==> src/rtl/counter_sched_pkg.sv <==
// Shared types and defaults for the counter scheduler.
package counter_sched_pkg;

  localparam int unsigned NREQ_DEFAULT = 4;
  localparam int unsigned CW_DEFAULT   = 3;

  typedef enum logic [1:0] {
    IDLE  = 2'b00,
    COUNT = 2'b01,
    DONE  = 2'b10
  } state_e;

endpackage

==> src/rtl/rr_picker.sv <==
// Round-robin first-set search: first req bit at or above ptr, wrapping to 0.
module rr_picker
  import counter_sched_pkg::*;
#(
  parameter int unsigned NREQ = NREQ_DEFAULT,
  parameter int unsigned PW   = $clog2(NREQ)
) (
  input  logic [NREQ-1:0] req,
  input  logic [PW-1:0]   ptr,
  output logic            valid,
  output logic [PW-1:0]   idx
);

  logic [PW-1:0] cand;

  // Walk from farthest to nearest so the bit closest to ptr wins.
  always_comb begin
    valid = 1'b0;
    idx   = '0;
    cand  = '0;
    for (int k = NREQ - 1; k >= 0; k--) begin
      // NREQ is a power of two, so PW-bit wrap gives the modulo.
      cand = ptr + PW'(k);
      if (req[cand]) begin
        valid = 1'b1;
        idx   = cand;
      end
    end
  end

endmodule

==> src/rtl/counter_scheduler.sv <==
// Time-shares one CW-bit up-counter among NREQ round-robin requesters.
module counter_scheduler
  import counter_sched_pkg::*;
#(
  parameter int unsigned NREQ = NREQ_DEFAULT,
  parameter int unsigned CW   = CW_DEFAULT
) (
  input  logic               clk,
  input  logic               rst,
  input  logic [NREQ-1:0]    req,
  input  logic [NREQ*CW-1:0] len,
  output logic [NREQ-1:0]    gnt,
  output logic               busy,
  output logic [CW-1:0]      count,
  output logic [NREQ-1:0]    done
);

  localparam int unsigned PW = $clog2(NREQ);

  state_e        state_q;
  logic [CW-1:0] len_q;
  logic [PW-1:0] idx_q;
  logic [PW-1:0] ptr_q;

  logic          pick_valid;
  logic [PW-1:0] pick_idx;
  logic [CW-1:0] len_sel;

  rr_picker #(
    .NREQ (NREQ),
    .PW   (PW)
  ) u_picker (
    .req   (req),
    .ptr   (ptr_q),
    .valid (pick_valid),
    .idx   (pick_idx)
  );

  // Length of the requester that would be granted this cycle.
  always_comb begin
    len_sel = len[int'(pick_idx) * int'(CW) +: CW];
  end

  // Scheduler FSM with registered grant, counter, done and busy.
  always_ff @(posedge clk) begin
    if (!rst) begin
      state_q <= IDLE;
      gnt     <= '0;
      done    <= '0;
      count   <= '0;
      busy    <= 1'b0;
      ptr_q   <= '0;
      idx_q   <= '0;
      len_q   <= '0;
    end else begin
      unique case (state_q)
        IDLE: begin
          done <= '0;
          if (pick_valid) begin
            state_q <= COUNT;
            gnt     <= NREQ'(1) << pick_idx;
            idx_q   <= pick_idx;
            len_q   <= len_sel;
            count   <= '0;
            busy    <= 1'b1;
          end
        end
        COUNT: begin
          if (!req[idx_q]) begin
            // Abort: owner withdrew, release without a done pulse.
            state_q <= IDLE;
            gnt     <= '0;
            count   <= '0;
            busy    <= 1'b0;
            ptr_q   <= idx_q + PW'(1);
          end else if (count == len_q) begin
            state_q <= DONE;
            gnt     <= '0;
            count   <= '0;
            done    <= NREQ'(1) << idx_q;
            ptr_q   <= idx_q + PW'(1);
          end else begin
            count <= count + CW'(1);
          end
        end
        DONE: begin
          state_q <= IDLE;
          done    <= '0;
          busy    <= 1'b0;
        end
        default: begin
          state_q <= IDLE;
          gnt     <= '0;
          done    <= '0;
          count   <= '0;
          busy    <= 1'b0;
        end
      endcase
    end
  end

endmodule

==> config.mk <==
export PLATFORM = sky130hd
export DESIGN_NAME = counter_scheduler
export DESIGN_NICKNAME = d
export VERILOG_FILES = /design/src/rtl/counter_sched_pkg.sv /design/src/rtl/rr_picker.sv /design/src/rtl/counter_scheduler.sv
export SDC_FILE = /design/constraint.sdc
export NUM_CORES = 1
export LEC_CHECK = 0
export BUFFER_PORTS_ARGS = -buffer_cell sky130_fd_sc_hd__buf_2
export CAP_MARGIN = 10
export CELL_PAD_IN_SITES_DETAIL_PLACEMENT = 1
export CELL_PAD_IN_SITES_GLOBAL_PLACEMENT = 1
export CORE_MARGIN = 5
export CORE_UTILIZATION = 35
export DETAILED_ROUTE_END_ITERATION = 8
export GPL_ROUTABILITY_DRIVEN = 0
export GPL_TIMING_DRIVEN = 1
export PLACE_DENSITY = 0.8
export SETUP_SLACK_MARGIN = 0.02
export SLEW_MARGIN = 5
export SYNTH_ARGS = -nofsm -noshare
export SYNTH_HDL_FRONTEND = slang
export SYNTH_SLANG_ARGS = --single-unit
==> constraint.sdc <==
create_clock -name clk -period 2 [get_ports clk]
set_clock_uncertainty 0.1 [all_clocks]
set_input_delay 0.1 -clock clk [delete_from_list [all_inputs] [get_ports clk]]
set_output_delay 0.1 -clock clk [all_outputs]
set_load 0.005 [all_outputs]
**Word level (Yosys, flattened, before mapping)**

Index checks and enable logic that the tools add are counted.

- Bits in registers: 21
- Input port bits: 18
- Output and inout port bits: 12
- Word-level logic and storage cells: 74

- $add $sub $neg: 5
- Multiply operators: 1
- $lt $le $gt $ge: 5
- Equal/unequal tests: 7
- Shifts and indexed selects: 3
- Multiplexer cells: 35
- Bitwise logic cells: 1
- Reductions and logical operators: 9

Operator list:

| kind | number |
|---|---|
| 2-bit 2-to-1 mux | 9 |
| 2-bit by 3-bit less-than comparator with 1-bit output, second input constant | 5 |
| 2-bit AND reduction | 7 |
| 4-bit 2-to-1 mux | 3 |
| 4-bit case mux with 3 select lines | 1 |
| 12-bit by 5-bit variable part select with 3-bit output | 1 |
| 1-bit 2-to-1 mux | 11 |
| 1-bit binary-select mux with 2-bit select | 5 |
| 3-bit 2-to-1 mux | 3 |
| 3-bit case mux with 3 select lines | 1 |
| 1-bit by 2-bit << shifter with 4-bit output, first input constant | 2 |
| 2-bit by 1-bit adder with 2-bit output, second input constant | 2 |
| 2-bit adder, second input constant | 2 |
| 2-bit by 2-bit multiplier with 4-bit output, second input constant | 1 |
| 2-bit inequality test, second input constant | 2 |
| 2-bit case mux with 2 select lines | 1 |
| 3-bit by 1-bit adder with 3-bit output, second input constant | 1 |
| 3-bit equality test | 1 |
| 3-bit inequality test, second input constant | 1 |
| 3-bit AND reduction | 1 |
| 2-bit by 1-bit equality test with 1-bit output, second input constant | 1 |
| 2-bit equality test, second input constant | 1 |
| 2-bit logical NOT | 1 |
| 2-bit by 1-bit inequality test with 1-bit output, second input constant | 1 |
| 2 further kinds | 2 |

**Longest topological paths before layout**

- Depth after elaboration: 10
- Mapped depth: 6
- Gate-level depth less buffers: 5

**By module**

From an unflattened synthesis, not the netlist that was laid out.

- Cell total of the unflattened synthesis: 116
- Area total of the unflattened synthesis: 1059.8 um^2

By module, submodules not included:

| module | instances | cells an instance | area an instance (um^2) | sequential area each (um^2) |
|---|---|---|---|---|
| counter_scheduler | 1 | 103 | 982.2 | 420.4 |
| rr_picker | 1 | 13 | 77.6 | 0.0 |

**Least setup slack after synthesis**

Ideal clock, no wire load.

- Path type: register to register
- Start point: reg idx_q[0]
- End point: reg ptr_q[0]
- Data arrival time: 1.421 ns
- Required time: 1.784 ns
- Slack: 0.363 ns
- Cell stages (with the launch flop): 5
- Clock period less this slack: 1.637 ns
- Cell sequence: dfxtp_1 > mux4_2 > o31ai_1 > nand3b_1 > o211a_1

- Longest elaborated chain between the ends: 4
- Elaborated cells on any way between the ends: 7
- Those cells by class: 1 x add/sub; 1 x eq/ne; 4 x mux; 1 x reduce/logical

Ends and longest elaborated chain:

| what | RTL line | source |
|---|---|---|
| start: declaration | counter_scheduler.sv:22 | `logic [PW-1:0] idx_q;` |
| start signal: assignment | counter_scheduler.sv:62 | `idx_q <= pick_idx;` |
| 1-bit binary-select mux with 2-bit select | counter_scheduler.sv:69 | `if (!req[idx_q]) begin` |
| 1-bit 2-to-1 mux (not written as such) | counter_scheduler.sv:69 |  |
| 2-bit by 1-bit inequality test with 1-bit output (no line) | n/a |  |
| 2-bit AND reduction (no line) | n/a |  |
| end signal: assignment | counter_scheduler.sv:75 | `ptr_q <= idx_q + PW'(1);` |
| end signal: assignment | counter_scheduler.sv:81 | `ptr_q <= idx_q + PW'(1);` |
| end: declaration | counter_scheduler.sv:23 | `logic [PW-1:0] ptr_q;` |

Parallel ways exist; a longest one is shown, timed or not. The select of a mux whose other input is x is not followed.
A chain may end at the register's enable or synchronous reset.

**Worst setup path after layout**

- Start point: reg idx_q[0]
- End point: reg ptr_q[1]

The elaborated chain is that of the path after synthesis.

==> impl_metrics.toml <==
[run_status]
status = "finished, final reports clean"

[route]
post_drt_wl_per_cell_um = 14.9
drc = 0
wl_mm = 2.88
drtPass1Iterations = 3
drt_iter0_drc = 9
postRouteAntennaNets = 0
vias = 995
vias_per_cell = 5.13

[sta]
max_slew_margin_pct = 72.4
tns_ns = 0
rsz0062_at_grt = "false"
drv_slew = 0
period_share_pct = 91.5
layout_min_cycle_time_ns = 1.83
tightest_slew_ns = 0.410
finalHoldViolations = 0
fmax_ghz = 0.546
setup_viol = 0

[cts]
hold_buffers = 0
ctsLongestPathBuffers = 2
clk_pin_slew_ns = 0.12
cts_tree = "yes"
numCtsBuffers = 3
cts_resized = 0
cts.sinks = 21
htreeDepth = 1
post-cts-setup-buffer-count = 0
clockRootBuffer = "clkbuf_4"
clk_latency_ns = 0.31

[power_and_ir_drop]
ir_drop_mv = 0.282
power-per-cell-area_nw_per_um2 = 798
leakagePower_nw = 0.624
total_power_w = 0.00107

[yosys]
synth-edff-count = 0
synthCells = 118
synth_ff_type = "dfxtp_1"
synth_common_cells = "dfxtp_1, nor2_1, mux2i_1"
ys_seq_area_share_pct = 37.3
synth_area_per_cell_um2 = 9.54
syn_nets = 141
synthArstFlopShare_pct = 0
synth_top_area_share_pct = 37.3
synth.distinct_cells = 34
synth_seq_cells = 21
ys_warn_count = 0
syn_area_um2 = 1130
synth.area.top_cells = "dfxtp_1, mux2i_1, ha_1, a21boi_0, a2111oi_2"
yosysTopAreaCell = "dfxtp_1"
post-synth-top-count-cell = "dfxtp_1"

[worst_setup_path]
cp.required_ns = 2.11
crit_arrival_ns = 1.95
crit_path_end_kind = "flip-flop"
reg2reg_depth = 5
critical_path_class = "flip-flop to flip-flop"
path_max_fanout = 5
start_kind = "flip-flop"

[placed_design]
dp_hpwl_mm = 2.30
place_area_um2 = 1320
portBuffers = 29

[grt]
grt_max_degree = 15
antenna_found_initial = 0
grt_pass1_vias = 1089
grt_pass1_wl_mm = 4.91
grt-ovfl-total = 0
grt_usage_pct = 14.2

[cells_and_area]
multi_input_area_um2 = 657
stdcell_area_um2 = 1350
drive_gt1_share_pct = 28.7
final-seq-area_um2 = 420
nets = 174
postLayoutCoreUtil_pct = 43.7
n_antenna_cell = 0
synthToLayoutAreaGrowth_pct = 19.6
fillerInstances = 376

[job]
cap_viol_max_count = 0

[floorplanning]
ios = 30
rows = 20
die_h_um = 66.7
fp.coreArea_um2 = 3080
die_area_um2 = 4450
fp.dieW_um = 66.7
start_util_pct = 36.6

[hold_path]
hp-class = "input port to flip-flop"
min_path_cells = 3
-- worst max-delay path: stages, from the launching register on --
cell	delay [ns]
dfxtp_1	0.44
mux4_2	0.56
o31ai_1	0.14
nand3b_1	0.22
mux2i_1	0.21
nor2b_1	0.06
-- through the flow --
step	cells	hold WS [ns]	worst slack, ns
floorplan	118	0.150	0.363
CTS	194	0.0205	0.138
global placement	190	0.343	0.278
global route	194	0.0384	0.0854
detailed placement	190	0.347	0.168
finish	194	0.0268	0.170
-- layer usage --
layer / up-vias / track usage, % / wire [um]
met4: 0 / 3.81 / 23
met2: 21 / 27.0 / 1570
met5: - / 0 / 0
met3: 4 / 2.87 / 109
met1: 479 / 15.7 / 1180
li1: 491 / - / -
-- worst paths after layout --
path | from | end | slack, ns
setup / recovery | idx_q[0] | ptr_q[1] | 0.17
hold / removal | len[3] | len_q[0] | 0.03
setup reg to reg | idx_q[0] | ptr_q[1] | 0.17
hold reg to reg | gnt[3] | gnt[3] | 0.40
-- kinds of logic (layout without fill, tap and decap cells) --
family | count (synthesis) | count (layout) | synth area share, %
adders and majority gates | 5 | 5 | 5.56
xor gates and xnor gates | 5 | 5 | 3.89
buffers and inverters | 9 | 41 | 4.33
muxes | 11 | 11 | 11.0
DFF | 21 | 21 | 37.3
AOI/OAI and AO/OA | 31 | 31 | 21.4
and+or+nand+nor | 36 | 36 | 16.4
-- layout by cell type (no fill, tap or decap) --
master / count
ha_1: 5
o21a_1: 1
xor2_1: 4
a21boi_0: 8
o21ai_0: 3
nand2b_1: 1
inv_1: 5
nor2b_1: 2
o21ai_1: 1
a211oi_1: 4
nand2_1: 6
a21boi_1: 1
buf_4: 3
mux4_2: 1
xnor2_1: 1
o31ai_1: 1
nand3_1: 6
o211a_1: 1
mux2i_1: 9
o22a_1: 1
dfxtp_1: 21
and2_4: 2
buf_2: 29
a21o_1: 1
nor3_1: 2
nand3b_1: 4
or3_1: 2
a2111oi_2: 3
o21bai_1: 1
o32a_1: 1
nor4_1: 1
nor2_1: 10
mux2_2: 1
clkinv_2: 1
clkbuf_4: 3
a21oi_1: 4
-- power breakdown --
group	total (W)	switching, W	internal (W)
combinational	0.000357	0.000199	0.000158
sequential	0.000505	0.0000395	0.000465
clock	0.000212	0.000137	0.0000746
total	0.00107	0.000376	0.000698
-- state kept, by name, summed over array words and instances (netlist names) --
| name | cells |
|---|---|
| busy | 1 |
| gnt | 4 |
| done | 4 |
| len_q | 3 |
| state_q | 2 |
| count | 3 |
| ptr_q | 2 |
| idx_q | 2 |
-- cell type report --
class	instances	share of cell area (%)
multi-input cells	88	48.8
flip-flops and latches	21	31.2
repair buffers	32	12.5
well taps	44	4.09
clock buffers	3	1.67
inverters	5	1.39
clock inverters	1	0.372
Note: power is estimated with default switching activity, not from simulation.
